`src/rtl/ro_odometer_pkg.sv`:
```
// Shared definitions for the ring-oscillator odometer controller.
//   state_e          : sequencer states
//   MODE_*           : 4-bit RO mode vectors {ro_sleep, en_ro, en_trans, nmos_g}
//   MODE_BIT_*       : bit positions of each pin inside a mode vector
//   mode_for_state() : mode vector that goes with a state
package ro_odometer_pkg;

    typedef enum logic [2:0] {
        StIdle,
        StStress,
        StSettle,
        StMeasure,
        StDone
    } state_e;

    localparam int unsigned MODE_BIT_SLEEP    = 3;
    localparam int unsigned MODE_BIT_EN_RO    = 2;
    localparam int unsigned MODE_BIT_EN_TRANS = 1;
    localparam int unsigned MODE_BIT_NMOS_G   = 0;

    localparam logic [3:0] MODE_SLEEP  = 4'b0000;
    localparam logic [3:0] MODE_INIT   = 4'b1010;
    localparam logic [3:0] MODE_MEAS   = 4'b1110;
    localparam logic [3:0] MODE_STRESS = 4'b1001;

    function automatic logic [3:0] mode_for_state(input state_e st);
        logic [3:0] m;
        case (st)
            StStress:  m = MODE_STRESS;
            StSettle:  m = MODE_INIT;
            StMeasure: m = MODE_MEAS;
            default:   m = MODE_SLEEP;
        endcase
        return m;
    endfunction

endpackage

```
`src/rtl/ro_edge_counter.sv`:
```
// Counts rising edges of an asynchronous RO output in the clk domain.
//   clk_i, rst_i  : clock, synchronous active-high reset
//   ro_i          : RO output, asynchronous to clk_i
//   clr_i         : clear counter and overflow flag (wins over en_i)
//   en_i          : count detected edges this cycle
//   count_nxt_o   : counter value after this clock edge (includes this cycle's edge)
//   ovf_nxt_o     : overflow flag after this clock edge
// The next-state values are exported so the controller can capture the final
// count on the same edge that closes the measurement window.
module ro_edge_counter #(
    parameter int unsigned CNT_W = 16
) (
    input  logic             clk_i,
    input  logic             rst_i,
    input  logic             ro_i,
    input  logic             clr_i,
    input  logic             en_i,
    output logic [CNT_W-1:0] count_nxt_o,
    output logic             ovf_nxt_o
);

    logic             sync1_q, sync2_q, prev_q;
    logic [CNT_W-1:0] count_q, count_d;
    logic             ovf_q, ovf_d;
    logic             rise;

    // sync1_q may go metastable; only sync2_q and prev_q feed logic.
    // The synchronizer runs continuously so it has flushed stale history
    // long before a window opens, without inventing a false edge when ro_i
    // is already high at window start.
    assign rise = sync2_q & ~prev_q;

    always_comb begin
        count_d = count_q;
        ovf_d   = ovf_q;
        if (clr_i) begin
            count_d = '0;
            ovf_d   = 1'b0;
        end else if (en_i && rise) begin
            // Saturate; overflow marks that at least one edge was lost.
            if (&count_q) begin
                ovf_d = 1'b1;
            end else begin
                count_d = count_q + CNT_W'(1);
            end
        end
    end

    always_ff @(posedge clk_i) begin
        if (rst_i) begin
            sync1_q <= 1'b0;
            sync2_q <= 1'b0;
            prev_q  <= 1'b0;
            count_q <= '0;
            ovf_q   <= 1'b0;
        end else begin
            sync1_q <= ro_i;
            sync2_q <= sync1_q;
            prev_q  <= sync2_q;
            count_q <= count_d;
            ovf_q   <= ovf_d;
        end
    end

    assign count_nxt_o = count_d;
    assign ovf_nxt_o   = ovf_d;

endmodule

```
`src/rtl/ro_odometer_ctrl.sv`:
```
// Ring-oscillator odometer sequencer: stress -> settle -> measure -> report.
//   clk, rst          : clock, synchronous active-high reset
//   start, abort      : run one sequence / terminate a running sequence
//   stress_cycles     : stress duration in clk cycles (0 skips stress)
//   meas_cycles       : measurement window in clk cycles (0 behaves as 1)
//   ro_in             : RO output, asynchronous to clk
//   ro_sleep, en_ro, en_trans, nmos_g : registered RO mode pins
//   busy, done        : sequence in progress / 1-cycle completion pulse
//   ro_count, count_valid, overflow   : result of the last completed window
module ro_odometer_ctrl
    import ro_odometer_pkg::*;
#(
    parameter int unsigned CNT_W      = 16,
    parameter int unsigned WIN_W      = 16,
    parameter int unsigned STRESS_W   = 24,
    parameter int unsigned SETTLE_CYC = 8
) (
    input  logic                clk,
    input  logic                rst,
    input  logic                start,
    input  logic                abort,
    input  logic [STRESS_W-1:0] stress_cycles,
    input  logic [WIN_W-1:0]    meas_cycles,
    input  logic                ro_in,
    output logic                ro_sleep,
    output logic                en_ro,
    output logic                en_trans,
    output logic                nmos_g,
    output logic                busy,
    output logic                done,
    output logic [CNT_W-1:0]    ro_count,
    output logic                count_valid,
    output logic                overflow
);

    localparam int unsigned SETTLE_W = (SETTLE_CYC > 1) ? $clog2(SETTLE_CYC) : 1;
    localparam int unsigned TMR_W_A  = (STRESS_W > WIN_W) ? STRESS_W : WIN_W;
    localparam int unsigned TMR_W    = (TMR_W_A > SETTLE_W) ? TMR_W_A : SETTLE_W;
    localparam logic [TMR_W-1:0] SETTLE_LOAD = TMR_W'(SETTLE_CYC - 1);

    state_e           state_q, state_d;
    logic [TMR_W-1:0] timer_q, timer_d;
    logic [WIN_W-1:0] meas_q, meas_d;
    logic [3:0]       mode_q, mode_d;
    logic             busy_q, busy_d;
    logic             done_q, done_d;
    logic [CNT_W-1:0] ro_count_q, ro_count_d;
    logic             valid_q, valid_d;
    logic             ovf_q, ovf_d;

    logic             cnt_clr, cnt_en;
    logic [CNT_W-1:0] cnt_nxt;
    logic             cnt_ovf_nxt;

    ro_edge_counter #(
        .CNT_W(CNT_W)
    ) u_edge_counter (
        .clk_i      (clk),
        .rst_i      (rst),
        .ro_i       (ro_in),
        .clr_i      (cnt_clr),
        .en_i       (cnt_en),
        .count_nxt_o(cnt_nxt),
        .ovf_nxt_o  (cnt_ovf_nxt)
    );

    // Phase timer counts down to zero; the load value is (length - 1) so a
    // phase lasts exactly its programmed number of cycles.
    always_comb begin
        state_d    = state_q;
        timer_d    = timer_q;
        meas_d     = meas_q;
        ro_count_d = ro_count_q;
        valid_d    = valid_q;
        ovf_d      = ovf_q;
        cnt_clr    = 1'b0;
        cnt_en     = 1'b0;

        unique case (state_q)
            StIdle: begin
                if (start) begin
                    meas_d  = meas_cycles;
                    valid_d = 1'b0;
                    ovf_d   = 1'b0;
                    if (stress_cycles != '0) begin
                        state_d = StStress;
                        timer_d = TMR_W'(stress_cycles) - TMR_W'(1);
                    end else begin
                        state_d = StSettle;
                        timer_d = SETTLE_LOAD;
                    end
                end
            end
            StStress: begin
                if (timer_q == '0) begin
                    state_d = StSettle;
                    timer_d = SETTLE_LOAD;
                end else begin
                    timer_d = timer_q - TMR_W'(1);
                end
            end
            StSettle: begin
                cnt_clr = 1'b1;
                if (timer_q == '0) begin
                    state_d = StMeasure;
                    timer_d = (meas_q == '0) ? '0 : TMR_W'(meas_q) - TMR_W'(1);
                end else begin
                    timer_d = timer_q - TMR_W'(1);
                end
            end
            StMeasure: begin
                cnt_en = 1'b1;
                if (timer_q == '0) begin
                    // Capture includes an edge detected in the last window cycle.
                    state_d    = StDone;
                    ro_count_d = cnt_nxt;
                    ovf_d      = cnt_ovf_nxt;
                    valid_d    = 1'b1;
                end else begin
                    timer_d = timer_q - TMR_W'(1);
                end
            end
            StDone: begin
                state_d = StIdle;
            end
            default: begin
                state_d = StIdle;
            end
        endcase

        // Abort discards any result captured this cycle.
        if (abort && (state_q != StIdle)) begin
            state_d    = StIdle;
            timer_d    = '0;
            ro_count_d = ro_count_q;
            ovf_d      = ovf_q;
            valid_d    = 1'b0;
        end

        // Pins and status are registered from the next state so all four
        // mode pins switch on the same edge.
        mode_d = mode_for_state(state_d);
        busy_d = (state_d != StIdle);
        done_d = (state_d == StDone);
    end

    always_ff @(posedge clk) begin
        if (rst) begin
            state_q    <= StIdle;
            timer_q    <= '0;
            meas_q     <= '0;
            mode_q     <= MODE_SLEEP;
            busy_q     <= 1'b0;
            done_q     <= 1'b0;
            ro_count_q <= '0;
            valid_q    <= 1'b0;
            ovf_q      <= 1'b0;
        end else begin
            state_q    <= state_d;
            timer_q    <= timer_d;
            meas_q     <= meas_d;
            mode_q     <= mode_d;
            busy_q     <= busy_d;
            done_q     <= done_d;
            ro_count_q <= ro_count_d;
            valid_q    <= valid_d;
            ovf_q      <= ovf_d;
        end
    end

    assign ro_sleep    = mode_q[MODE_BIT_SLEEP];
    assign en_ro       = mode_q[MODE_BIT_EN_RO];
    assign en_trans    = mode_q[MODE_BIT_EN_TRANS];
    assign nmos_g      = mode_q[MODE_BIT_NMOS_G];
    assign busy        = busy_q;
    assign done        = done_q;
    assign ro_count    = ro_count_q;
    assign count_valid = valid_q;
    assign overflow    = ovf_q;

endmodule

```
`config.mk`:
```
export PLATFORM = sky130hd
export DESIGN_NAME = ro_odometer_ctrl
export DESIGN_NICKNAME = d
export VERILOG_FILES = /design/src/rtl/ro_odometer_pkg.sv /design/src/rtl/ro_edge_counter.sv /design/src/rtl/ro_odometer_ctrl.sv
export SDC_FILE = /design/constraint.sdc
export NUM_CORES = 1
export LEC_CHECK = 0
export CAP_MARGIN = 25
export CORE_ASPECT_RATIO = 2
export CORE_MARGIN = 2
export CORE_UTILIZATION = 30
export CTS_CLUSTER_DIAMETER = 80
export CTS_CLUSTER_SIZE = 8
export DETAILED_ROUTE_END_ITERATION = 8
export HOLD_SLACK_MARGIN = 0.06
export SYNTH_ARGS = -nofsm -noshare
export SYNTH_HDL_FRONTEND = slang
export SYNTH_HIERARCHICAL = 1
export SYNTH_SLANG_ARGS = --single-unit
```
`constraint.sdc`:
```
create_clock -name clk -period 4.5 [get_ports clk]
set_clock_uncertainty 0.15 [all_clocks]
set_input_delay 0.45 -clock clk [delete_from_list [all_inputs] [get_ports clk]]
set_output_delay 0.45 -clock clk [all_outputs]
set_load 0.01 [all_outputs]
```
# == Yosys cells after proc, flatten, opt, wreduce, memory -nomap -nowiden ==
# Cells that the tools add are included.
# totals
regBits,87
output_inout_bits,24
elab_cells,76
# classes
n_addsub,4
eq_ne,10
n_mux,28
bitwise,3
n_reduce_logical,17
# ops
cell,n
24-bit two-way mux,6
24-bit case mux with 4 select lines,1
16-bit two-way mux,3
24-bit by 1-bit subtractor with 24-bit output (second input constant),2
24-bit logical NOT,1
24-bit nonzero test,1
16-bit by 1-bit subtractor with 17-bit output (second input constant),1
16-bit by 1-bit adder with 16-bit output (second input constant),1
16-bit logical NOT,1
16-bit AND reduction,1
3-bit two-way mux,5
3-bit by 2-bit equality test with 1-bit output (second input constant),4
3-bit case mux with 4 select lines,1
4-bit case mux with 3 select lines,1
3-bit AND reduction,3
1-bit two-way mux,8
3-bit by 1-bit equality test with 1-bit output (second input constant),2
2-bit != test (second input constant),3
3-bit nonzero test,2
1-bit case mux with 2 select lines,2
4-bit AND reduction,1
4-bit nonzero test,1
3-bit equality test (second input constant),1
3-bit logical NOT,1
other kinds (7),9

# == Logic depth before layout (Yosys ltp) ==
# logic_depth
depth_word,7
mapped_depth,12

# == Hierarchy ==
# Netlist, hierarchy kept.
# modules_own_cells
mod,n_inst,cells_each,area_each_um2,seq_area_each_um2
ro_odometer_ctrl,1,538,4144.0,1341.3
ro_edge_counter,1,141,1119.8,400.4

# == Worst setup path after synthesis ==
# No wires, ideal clock.
# synth_timing
path_kind,register to register
from,reg state_q[0]
to,reg ro_count_q[11] (netlist: ro_count[11])
setup_ps,70
t_arrival_ps,2683
required_ps,4280
slack_ps,1597
stages_incl_launch_ff,13
n_path_buf,3
path_cell_list,dfxtp_1 -> clkbuf_1 -> nand2_1 -> or2_2 -> clkbuf_1 -> inv_1 -> nand3b_4 -> or3_1 -> buf_2 -> or4_4 -> a21oi_1 -> nand2_1 -> a21oi_1
# synth_between
elab_chain_len,5
elab_cells_between_ends,11
classes_between,eq/ne: 2; mux: 4; bitwise: 1; reduce/logical: 4
# synth_rtl
element,line_no,rtl
from (decl),ro_odometer_ctrl.sv:41,"state_e state_q, state_d;"
from (signal assigned),ro_odometer_ctrl.sv:149,state_q <= StIdle;
from (signal assigned),ro_odometer_ctrl.sv:159,state_q <= state_d;
3-bit by 2-bit equality test with 1-bit output,ro_odometer_ctrl.sv:79,unique case (state_q)
1-bit two-way mux,ro_odometer_ctrl.sv:79,
named net cnt_en,ro_odometer_ctrl.sv:51,"logic cnt_clr, cnt_en;"
1-bit logical AND,ro_edge_counter.sv:39,end else if (en_i && rise) begin
16-bit two-way mux,ro_edge_counter.sv:39,
16-bit two-way mux,ro_edge_counter.sv:36,if (clr_i) begin
named net cnt_nxt[11],ro_odometer_ctrl.sv:52,logic [CNT_W-1:0] cnt_nxt;
to (signal assigned),ro_odometer_ctrl.sv:165,ro_count_q <= ro_count_d;
to (decl),ro_odometer_ctrl.sv:47,"logic [CNT_W-1:0] ro_count_q, ro_count_d;"
# The timed path passes the listed nets, and every way through them passes these cells.
# A chain may end at the register's enable or synchronous reset.

# == Worst setup path after layout ==
# layout_timing
from,reg state_q[0]
to,reg ro_count_q[14] (netlist: ro_count[14])
# The elaborated chain is that of the path after synthesis.

==> impl_results.md <==
- Final Hold Viols: 0
- GRT Overall Usage: 0.183
- Worst min path class: flip-flop to flip-flop
- Largest cells by area after synthesis: dfxtp_1 33%, nand2_1 7.3%, a21oi_1 6.8%
- Final Max Slew Viols: 0
- R2R Setup Slk: 1.31 ns
- Clock root buffer: clkbuf_16
- Pwr per Cell Area: 338 mW/mm2
- Bufs and invs on worst path: 1
- Hold_sp: u_edge_counter/sync1_q
- Internal power: 1.54 mW
- CP max-delay cell: nor4_1
- Syn avg cell area: 7.75 um2
- R2R Path Start: state_q[0]
- Peak supply drop: 0.000233 V
- Crit path from: state_q[0]
- Fmax: 313 MHz
- Gr ovfl total: 0
- I/O Pins: 69
- Sequential Power Share: 0.395
- # hold bufs at CTS: 0
- Unrepaired setup endpoints after global routing: no
- Number of cells on the worst hold path: 1
- Sequential element share of the synthesized area: 0.331
- Most common cell after layout, fill and taps aside: nand2_1
- Total CTS buffers: 9
- DR DRC count: 0
- Synth warnings: 6
- Fraction of layout cells with a size suffix above 1: 0.0655
- Area leader, netlist: dfxtp_1
- Wirelength per Cell: 17.9 um
- Final min period: 3.19 ns
- P_sw: 642 uW
- Setup Fix Bufs, Post-CTS: 0
- Setup Crit Path Kind: flip-flop to flip-flop
- Number of max-cap violations: 0
- Netlist cell types: 69
- Comb power frac: 0.195
- Clock sinks: 87
- Worst reg2reg path depth: 9
- Initial antenna violation count: 0
- CP max stage delay: 0.71 ns
- Layout area overhead: 22.4%
- Post-Route WL: 16900 um
- Post-layout util: 0.375
- WP data arrival: 3.33 ns
- Area occupied by multi-input gates: 0.00332 mm2
- Total Nets Final: 780
- Die width: 97.7 um
- Endpoint class of the critical path: flip-flop
- Kind of start point of the critical path: flip-flop
- CP dominant cell by count: nand2_1
- Mapped cell area: 0.00526 mm2
- Reg area: 0.00174 mm2
- Final setup violation count: 0
- Worst-path clk slew: 0.07 ns
- Worst-Margin Slew: 1.02 ns
- H-tree levels: 3
- Clk pwr share: 0.410
- Post-synth EDFFs: 0
- Static leakage: 2.28 nW
- DP Wirelength: 13200 um
- # diodes: 0
- R2R Path End: ro_count[14]
- Primary FF master, synth: dfxtp_1
- Net Sw Frac: 0.295
- CTS tree: done
- Hold Crit Endpoint: u_edge_counter/sync2_q
- First-pass GRT wire length: 26700 um
- Status: finished clean
- Commonest non-fill, non-tap cells in the layout: 102 x nand2_1, 87 x dfxtp_1, 72 x a21oi_1, 68 x clkdlybuf4s50_1, 48 x nor2_1
- RD Place Congestion: 0.882
- Filler Cell Count: 1834
- Via Count: 5191
- Worst path cell trace: nand2_1, or2_2, inv_1, nand4b_1, nor4_1, a31oi_1, nor3_1, nand2_1, a21oi_1
- WP data required: 4.63 ns
- CP delay by family, top: simple AND/OR/NAND/NOR gates
- Final ANT Viol Nets: 0
- Die Y-Extent: 191 um
- DR iter-0 viols: 248
- Synth Instances: 679
- DRT Pass-1 Iters: 5
- CTS max path bufs: 2
- CP Max Fanout: 14
- Initial core utilization: 0.306
- Vias in the first global route: 5088
- Syn_nets: 731
- Final period util: 0.709
- Synth top area share: 0.331
- Port Buffers: 68
- Die Area: 0.0187 mm2
- Largest net degree at the start of global routing: 38
- Row Count: 68
- Seq cells post-synth: 87
- # resized after CTS: 0
- Vias per cell: 5.50
- Final setup TNS: 0 ns
- Worst slew margin: 0.320
- Core Box Area: 0.0172 mm2
- Clk_lat worst skew: 0.35 ns
- Async SR Flop Fraction: 0
[logic make-up after synthesis]
| kind of cell | share of synthesized area |
|---|---|
| AOI/OAI and AO/OA | 0.196 |
| muxes | 0.0176 |
| buffers and inverters | 0.0402 |
| and+or+nand+nor | 0.309 |
| xor gates and xnor gates | 0.0899 |
| adders and majority gates | 0.0166 |
| DFF | 0.331 |
[power by group through the flow]
stage          logic [mW]  clock network [mW]  registers [mW]
6_report            0.425               0.892           0.861
5_1_grt             0.466               0.941           0.867
4_1_cts             0.426               0.907           0.860
3_5_place_dp        0.423                   0           0.878
3_3_place_gp        0.421                   0           0.877
2_1_floorplan       0.289                   0           0.862
[how the worst max path moves through the flow]
stage,depth (start not counted),slack (ns),endpoint
2_1_floorplan,12,1.60,ro_count[11]
3_3_place_gp,9,1.41,ro_count[11]
3_5_place_dp,9,1.39,ro_count[14]
4_1_cts,9,1.38,ro_count[14]
5_1_grt,9,1.08,ro_count[14]
6_report,9,1.31,ro_count[14]
[stage by stage]
step / hold WS, ns / area [um2] / setup slack [ns] / power (mW) / instances
6_report: 0.288 / 6440 / 1.31 / 2.18 / 943
5_1_grt: 0.306 / 6440 / 1.08 / 2.28 / 943
4_1_cts: 0.289 / 6440 / 1.38 / 2.19 / 943
3_5_place_dp: 0.273 / 6090 / 1.39 / 1.30 / 927
3_3_place_gp: 0.272 / 6090 / 1.41 / 1.30 / 927
2_1_floorplan: 0.264 / 5260 / 1.60 / 1.15 / 679
[synth_stat cells, types with 3 or more instances]
| cell | instances |
|---|---|
| nand4b_1 | 3 |
| nand3b_1 | 6 |
| mux2i_1 | 7 |
| and2_1 | 3 |
| dfxtp_1 | 87 |
| xor2_1 | 27 |
| xnor2_1 | 27 |
| clkbuf_1 | 22 |
| nor2b_1 | 10 |
| a21o_1 | 4 |
| and3_1 | 6 |
| and4b_1 | 4 |
| nand2_1 | 102 |
| a211oi_1 | 4 |
| buf_1 | 3 |
| nor4_2 | 3 |
| and4_1 | 3 |
| inv_1 | 12 |
| or4_4 | 3 |
| o31ai_1 | 4 |
| o21ai_0 | 38 |
| nor3_1 | 35 |
| nor4_1 | 14 |
| or3_1 | 10 |
| nand4_1 | 12 |
| nand3_1 | 15 |
| nand2b_1 | 6 |
| or4_1 | 4 |
| a22oi_1 | 5 |
| nor2_1 | 48 |
| or2_2 | 3 |
| a21oi_1 | 72 |
| a31oi_1 | 10 |
| nor4b_1 | 4 |
| buf_2 | 7 |
| ha_1 | 7 |
| a221oi_1 | 10 |
[sequential cells by signal, summed over array words and instances (netlist names)]
name / cells
mode_q: 4
timer_q: 24
overflow: 1
state_q: 3
u_edge_counter/sync1_q: 1
busy: 1
meas_q: 16
u_edge_counter/ovf_q: 1
u_edge_counter/sync2_q: 1
ro_count: 16
u_edge_counter/count_q: 16
done: 1
count_valid: 1
u_edge_counter/prev_q: 1
[metal layers]
layer | global-route usage | up-vias | routed length, um
li1 | - | 2544 | -
met1 | 0.162 | 2438 | 5440
met5 | 0 | - | 0
met2 | 0.365 | 139 | 9690
met4 | 0.129 | 0 | 1230
met3 | 0.0278 | 70 | 551
[cell type report]
cell class	count	share of cell area
tap	210	0.0408
inverter	12	0.00699
timing repair buffer	74	0.113
multi-input combinational	544	0.515
sequential	87	0.270
clock buffer	9	0.0350
clock inverter	7	0.0196
No activity file was read; power rests on OpenSTA's default activity.
